`config.mk`:
```
export PLATFORM = sky130hd
export DESIGN_NAME = tick_counter
export DESIGN_NICKNAME = d
export VERILOG_FILES = /design/src/rtl/tick_counter_pkg.sv /design/src/rtl/tick_counter_tick_qualify.sv /design/src/rtl/tick_counter.sv
export SDC_FILE = /design/constraint.sdc
export NUM_CORES = 1
export LEC_CHECK = 0
export ABC_AREA = 1
export CAP_MARGIN = 10
export CORE_ASPECT_RATIO = 1.25
export CORE_MARGIN = 2
export CORE_UTILIZATION = 46
export CTS_BUF_LIST = sky130_fd_sc_hd__clkbuf_8
export DETAILED_ROUTE_END_ITERATION = 8
export PLACE_DENSITY_LB_ADDON = 0.3
export SYNTH_ARGS = -nofsm -noshare
export SYNTH_HDL_FRONTEND = slang
export SYNTH_SLANG_ARGS = --single-unit
```
`constraint.sdc`:
```
create_clock -name clk -period 2.8 [get_ports clk]
set_clock_uncertainty 0.05 [all_clocks]
set_input_delay 0.84 -clock clk [delete_from_list [all_inputs] [get_ports clk]]
set_output_delay 0.84 -clock clk [all_outputs]
set_load 0.01 [all_outputs]
```
`src/rtl/tick_counter_pkg.sv`:
```
// tick_counter_pkg: shared types and defaults for the tick_counter block.
// Build option: define TICK_EDGE_EN to count rising edges of tick instead of
// every high cycle.
package tick_counter_pkg;

    // Counter control states.
    typedef enum logic [1:0] {
        IDLE = 2'd0,
        RUN  = 2'd1,
        DONE = 2'd2
    } tc_state_t;

    // Default counter width.
    localparam int DEFAULT_WIDTH = 8;

endpackage : tick_counter_pkg

```
`src/rtl/tick_counter_tick_qualify.sv`:
```
// tick_qualify: turns the raw tick input into the count enable.
// Build option TICK_EDGE_EN: when defined, only a rising edge of tick qualifies
// (tick high while last cycle's tick was low); the edge is decoded from the
// live input so it adds no latency. When undefined, every high cycle
// qualifies and no history register exists.
module tick_qualify (
    input  logic clk,
    input  logic reset,
    input  logic tick,
    output logic qual
);

`ifdef TICK_EDGE_EN
    logic tick_prev;

    // Remember last cycle's tick level for edge detection.
    always_ff @(posedge clk) begin
        if (!reset) begin
            tick_prev <= 1'b0;
        end else begin
            tick_prev <= tick;
        end
    end

    assign qual = tick & ~tick_prev;
`else
    // Level mode has no state; clock and reset are intentionally unused here.
    logic unused_level_mode;
    assign unused_level_mode = clk ^ reset;

    assign qual = tick;
`endif

endmodule : tick_qualify

```
`src/rtl/tick_counter.sv`:
```
// tick_counter: programmable modulo up/down counter fed by the divide-by-3
// enable stream. IDLE/RUN/DONE control FSM, parallel load with clamp to max,
// synchronous clear, free-running or one-shot wrap.
// Build option TICK_EDGE_EN selects edge-qualified ticks (see tick_qualify).
//
// Priority, highest first: reset > clear > load > tick.
// count and tc are flops; running/done/dbg_state decode the state flop only,
// so no input reaches an output combinationally.
module tick_counter
    import tick_counter_pkg::*;
#(
    parameter int WIDTH = DEFAULT_WIDTH
) (
    input  logic             clk,
    input  logic             reset,
    input  logic             tick,
    input  logic             start,
    input  logic             clear,
    input  logic             one_shot,
    input  logic             dir,
    input  logic             load,
    input  logic [WIDTH-1:0] load_val,
    input  logic [WIDTH-1:0] max,
    output logic [WIDTH-1:0] count,
    output logic             tc,
    output logic             running,
    output logic             done,
    output tc_state_t        dbg_state
);

    localparam logic [WIDTH-1:0] ZERO = '0;
    localparam logic [WIDTH-1:0] ONE  = WIDTH'(1);

    tc_state_t        state_q;
    tc_state_t        state_d;
    logic [WIDTH-1:0] count_q;
    logic [WIDTH-1:0] count_d;
    logic             tc_q;
    logic             tc_d;
    logic             qual_tick;
    logic             count_en;
    logic             wrap;

    tick_qualify u_qualify (
        .clk   (clk),
        .reset (reset),
        .tick  (tick),
        .qual  (qual_tick)
    );

    // A tick only advances the counter in RUN and only if load/clear are idle.
    assign count_en = (state_q == RUN) && qual_tick && !clear && !load;

    // Wrap condition for the current direction; max may change between ticks.
    assign wrap = dir ? (count_q >= max) : (count_q == ZERO);

    // Counter datapath: next count and terminal-count pulse.
    always_comb begin
        count_d = count_q;
        tc_d    = 1'b0;
        if (clear) begin
            count_d = ZERO;
        end else if (load) begin
            count_d = (load_val > max) ? max : load_val;
        end else if (count_en) begin
            tc_d = wrap;
            if (dir) begin
                count_d = wrap ? ZERO : count_q + ONE;
            end else begin
                count_d = wrap ? max : count_q - ONE;
            end
        end
    end

    // Count and tc registers.
    always_ff @(posedge clk) begin
        if (!reset) begin
            count_q <= ZERO;
            tc_q    <= 1'b0;
        end else begin
            count_q <= count_d;
            tc_q    <= tc_d;
        end
    end

    // FSM state register.
    always_ff @(posedge clk) begin
        if (!reset) begin
            state_q <= IDLE;
        end else begin
            state_q <= state_d;
        end
    end

    // FSM next-state logic; clear overrides everything including start.
    always_comb begin
        state_d = state_q;
        if (clear) begin
            state_d = IDLE;
        end else begin
            case (state_q)
                IDLE:    if (start) state_d = RUN;
                RUN:     if (count_en && wrap && one_shot) state_d = DONE;
                DONE:    state_d = DONE;
                default: state_d = IDLE;
            endcase
        end
    end

    // FSM output decode, driven from the state flop only.
    always_comb begin
        running   = (state_q == RUN);
        done      = (state_q == DONE);
        dbg_state = state_q;
    end

    assign count = count_q;
    assign tc    = tc_q;

endmodule : tick_counter

```
After elaboration in Yosys (flattened, before gate mapping)
Cells that the tools add are included.

Add/subtract/negate cells: 2. $lt $le $gt $ge: 2. Equal/unequal tests: 4. Multiplexer cells: 10. Bitwise logic cells: 2. Reduce and logical (&&, ||, !) cells: 13.

Operator list (count): 8-bit two-way mux (6); 8-bit by 1-bit adder with 8-bit output, second input constant (1); 8-bit greater-or-equal comparator (1); 8-bit greater-than comparator (1); 8-bit zero test (1); 8-bit by 1-bit subtractor with 8-bit output, second input constant (1); 2-bit case mux with 3 select lines (1); 1-bit logical AND (5); 2-bit two-way mux (2); 4-bit OR reduction (1); 2-bit by 1-bit equality test with 1-bit output, second input constant (1); 2-bit equality test, second input constant (1); 1-bit zero test (2); 2-bit zero test (1); 2-bit by 1-bit inequality test with 1-bit output, second input constant (1); 2-bit inequality test, second input constant (1); 1-bit inverter (2); 2-bit AND reduction (1); 2-bit nonzero test (1); 2-bit OR reduction (1); 1-bit two-way mux (1).

Flip-flop bits (word level): 11. Bits of input ports: 24.

Longest topological paths before layout
Depth in word-level cells: 8. Mapped depth: 16. Mapped depth without buffers: 16.

Hierarchy
A second synthesis with hierarchy kept.

Cells, all modules: 276. Area, all modules: 1682.9 um^2.

By module, submodules not included: tick_counter (instances 1, cells each 275, area each 1675.4 um^2); tick_qualify (instances 1, cells each 1, area each 7.5 um^2).

Least setup slack after synthesis
OpenSTA, ideal clock, no wires.

Kind: input to register. Start point: input max[7]. End point: register count_q[5], in the netlist count[5]. Arrival: 2013 ps. Slack: 617 ps. Cell stages on the path: 10. Buffers on the path: 1. Path through: inv_1 -> ha_1 -> nand2_1 -> nor2_2 -> nand4_2 -> buf_6 -> a21oi_1 -> nor2_1 -> nor2_1 -> a21oi_1.

Longest elaborated chain between the ends: 6. Elaborated cells on any way between the ends: 9. Those cells by class: order compare (2); mux (7).

RTL lines: start, declared (RTL line tick_counter.sv:23) `input logic [WIDTH-1:0] max,`; 8-bit greater-or-equal comparator (RTL line tick_counter.sv:55) `assign wrap = dir ? (count_q >= max) : (count_q == ZERO);`; 1-bit two-way mux (RTL line tick_counter.sv:55); 8-bit two-way mux, on equally long branches (RTL line tick_counter.sv:70, tick_counter.sv:68); 8-bit two-way mux (RTL line tick_counter.sv:67) `if (dir) begin`; 8-bit two-way mux (RTL line tick_counter.sv:65) `end else if (count_en) begin`; 8-bit two-way mux * (RTL line tick_counter.sv:63) `end else if (load) begin`; end signal, assigned (RTL line tick_counter.sv:81) `count_q <= count_d;`; end, declared (RTL line tick_counter.sv:36) `logic [WIDTH-1:0] count_q;`.

Mark *: on every way between the ends. The rest lies on a longest branch, timed or not. The select of a mux whose other input is x is not followed. A chain may end at the register's enable or synchronous reset.

Worst setup path in the final report
Start point: input max[1]. End point: register count_q[3], in the netlist count[3].

The elaborated chain is that of the path after synthesis.

==> qor.yml <==
status: "completed"
cts_sinks: 11
crit_fanout: 7
tightest_slew_ns: 0.5167
wl_mm: 4.634
antennaDiodeCount: 0
dieArea_mm2: 0.004144
cellLeakagePower_nw: 1.117
grt_pass1_vias: 1722
min_period_ns: 2.636
final_cell_mix: "nand2_1, inv_1, nor2_1, clkdlybuf4s50_1, a21oi_1"
synth-main-ff-cell: "dfxtp_1"
crit_arrival_ns: 2.76
drc: 0
hold_class: "reg2reg"
hpwl_mm: 3.704
hold_buffers: 0
ys_seq_area_share_pct: 13.14
syn_nets: 321
io_pins: 37
utilization_pct: 62.00
route.vias.total: 1884
row_count: 24
cts_tree: "yes"
worst_setup_path_end_kind: "flip-flop"
regArea_um2: 220.2
die_width_um: 57.98
port_buffers: 36
drt_pass1_iterations: 6
start_kind: "input port"
synth_edf_count: 0
fin_nets: 367
antenna_found_initial: 0
syn_avg_cell_area_um2: 6.092
drive_gt1_share_pct: 11.25
ir_drop_v: 0.0003958
htreeDepth: 1
hold_ws_ns: 0.4928
hold_violations: 0
setup_viol: 0
ctsResizeCount: 0
maxCapViolations: 0
die_height_um: 71.48
grt_max_degree: 17
yosysTopAreaCell: "ha_1"
multi_input_comb_area_mm2: 0.001240
root_buffer: "clkbuf_8"
grt_pass1_wl_mm: 7.783
path_clk_slew_ns: 0.05
cellPowerDensity_mw_per_mm2: 307.2
yosysTopAreaCellShare_pct: 16.43
grt_use_total_pct: 23.68
nFillCells: 341
max_slew_margin_pct: 65.43
fmax_mhz: 379.4
cp.required_ns: 2.93
yosys_warnings: 0
clk_path_buf_depth: 2
cts_setup_buffers: 0
synthDistinctLibCells: 32
synth_area_mm2: 0.001675
grt_overflow: 0
netlist_instances: 275
start_util_pct: 48.10
drt_iter0_drc: 88
gp_congestion: 0.8841
post-route-period-util_pct: 94.13
critPathKind: "in2reg"
final_common_cell: "nand2_1"
ant_nets: 0
grt_setup_unrepaired: "no"
vias_per_cell: 5.248
synth_area_leaders: "ha_1, nand2_1, dfxtp_1"
async_reset_ff_share_pct: 0
clk_latency_ns: 0.25
areaGrowthSynthToFinish_pct: 28.90
ys_seq_elements: 11
cts_inserted_buffers: 3
power.total_w: 0.0006633
wl_per_cell_um: 12.91
finalMaxSlewViolations: 0
coreArea_mm2: 0.003483
-- path summary, 6_finish.rpt --
check,end,start,cells after the start,slack [ns]
min reg2reg,dbg_state[0],dbg_state[0],2,0.49
max,count[3],max[1],14,0.16
max reg2reg,count[3],count[0],13,0.69
min,dbg_state[0],dbg_state[0],2,0.49
-- where the power goes --
part	internal, W	switching [W]	total (W)
Combinational	0.000141	0.000176	0.000317
Clock	0.0000970	0.0000701	0.000167
Sequential	0.000165	0.0000146	0.000179
-- logic make-up after synthesis --
logic type / count (synthesis) / share of synthesized area, %
AOI/OAI and AO/OA: 38 / 12.02
xor gates and xnor gates: 6 / 3.137
adders and majority gates: 22 / 16.43
buffers and inverters: 49 / 12.85
DFF: 11 / 13.14
and+or+nand+nor: 149 / 42.42
-- stage by stage --
step           setup WS, ns  TNS (ns)  instance area [um2]  cells
3_3_place_gp       -0.04311   -0.1452                 2115    355
5_1_grt             0.01658         0                 2160    359
2_1_floorplan        0.6173         0                 1675    275
3_5_place_dp       -0.06067   -0.2776                 2115    355
4_1_cts              0.1812         0                 2160    359
6_report             0.1644         0                 2160    359
-- synth_stat cells (2+ instances only) --
| master | number |
|---|---|
| a21oi_1 | 25 |
| buf_6 | 3 |
| dfxtp_1 | 11 |
| ha_1 | 22 |
| inv_1 | 39 |
| inv_2 | 3 |
| inv_4 | 2 |
| nand2_1 | 68 |
| nand2_2 | 2 |
| nand2_4 | 4 |
| nand3_1 | 21 |
| nand3_2 | 3 |
| nand4_1 | 4 |
| nor2_1 | 37 |
| nor2_2 | 3 |
| o21ai_0 | 6 |
| o21ai_1 | 2 |
| xor2_1 | 6 |
-- metal layers --
metal  track usage, %  share of wire, %  vias up
li1                 -                 -      970
met1            30.61                43      830
met2            41.04                50       76
met3            2.708               5.3        8
met4            6.718               1.6        0
met5                0                 0        -
-- cell type report --
type | count | area share, %
repair buffers | 46 | 20.16
clock buffers | 3 | 1.912
well taps | 39 | 2.260
clock inverters | 1 | 0.1738
flip-flops and latches | 11 | 10.20
inverters | 44 | 7.879
multi-input cells | 215 | 57.42
-- worst max-delay path: stages --
cell,delay (ns)
clkdlybuf4s50_1,0.49
inv_1,0.08
ha_1,0.31
nand2_1,0.07
nor2_1,0.04
nor2_1,0.09
nand2_1,0.07
nand2_1,0.12
nand3_4,0.15
inv_1,0.17
nand3_1,0.10
nand2_1,0.08
nand2_1,0.05
a21oi_1,0.11
-- sequential cells by signal (all words and copies together), names as in the netlist --
register   cells
count          8
dbg_state      2
tc             1
No activity file was read; power rests on OpenSTA's default activity.
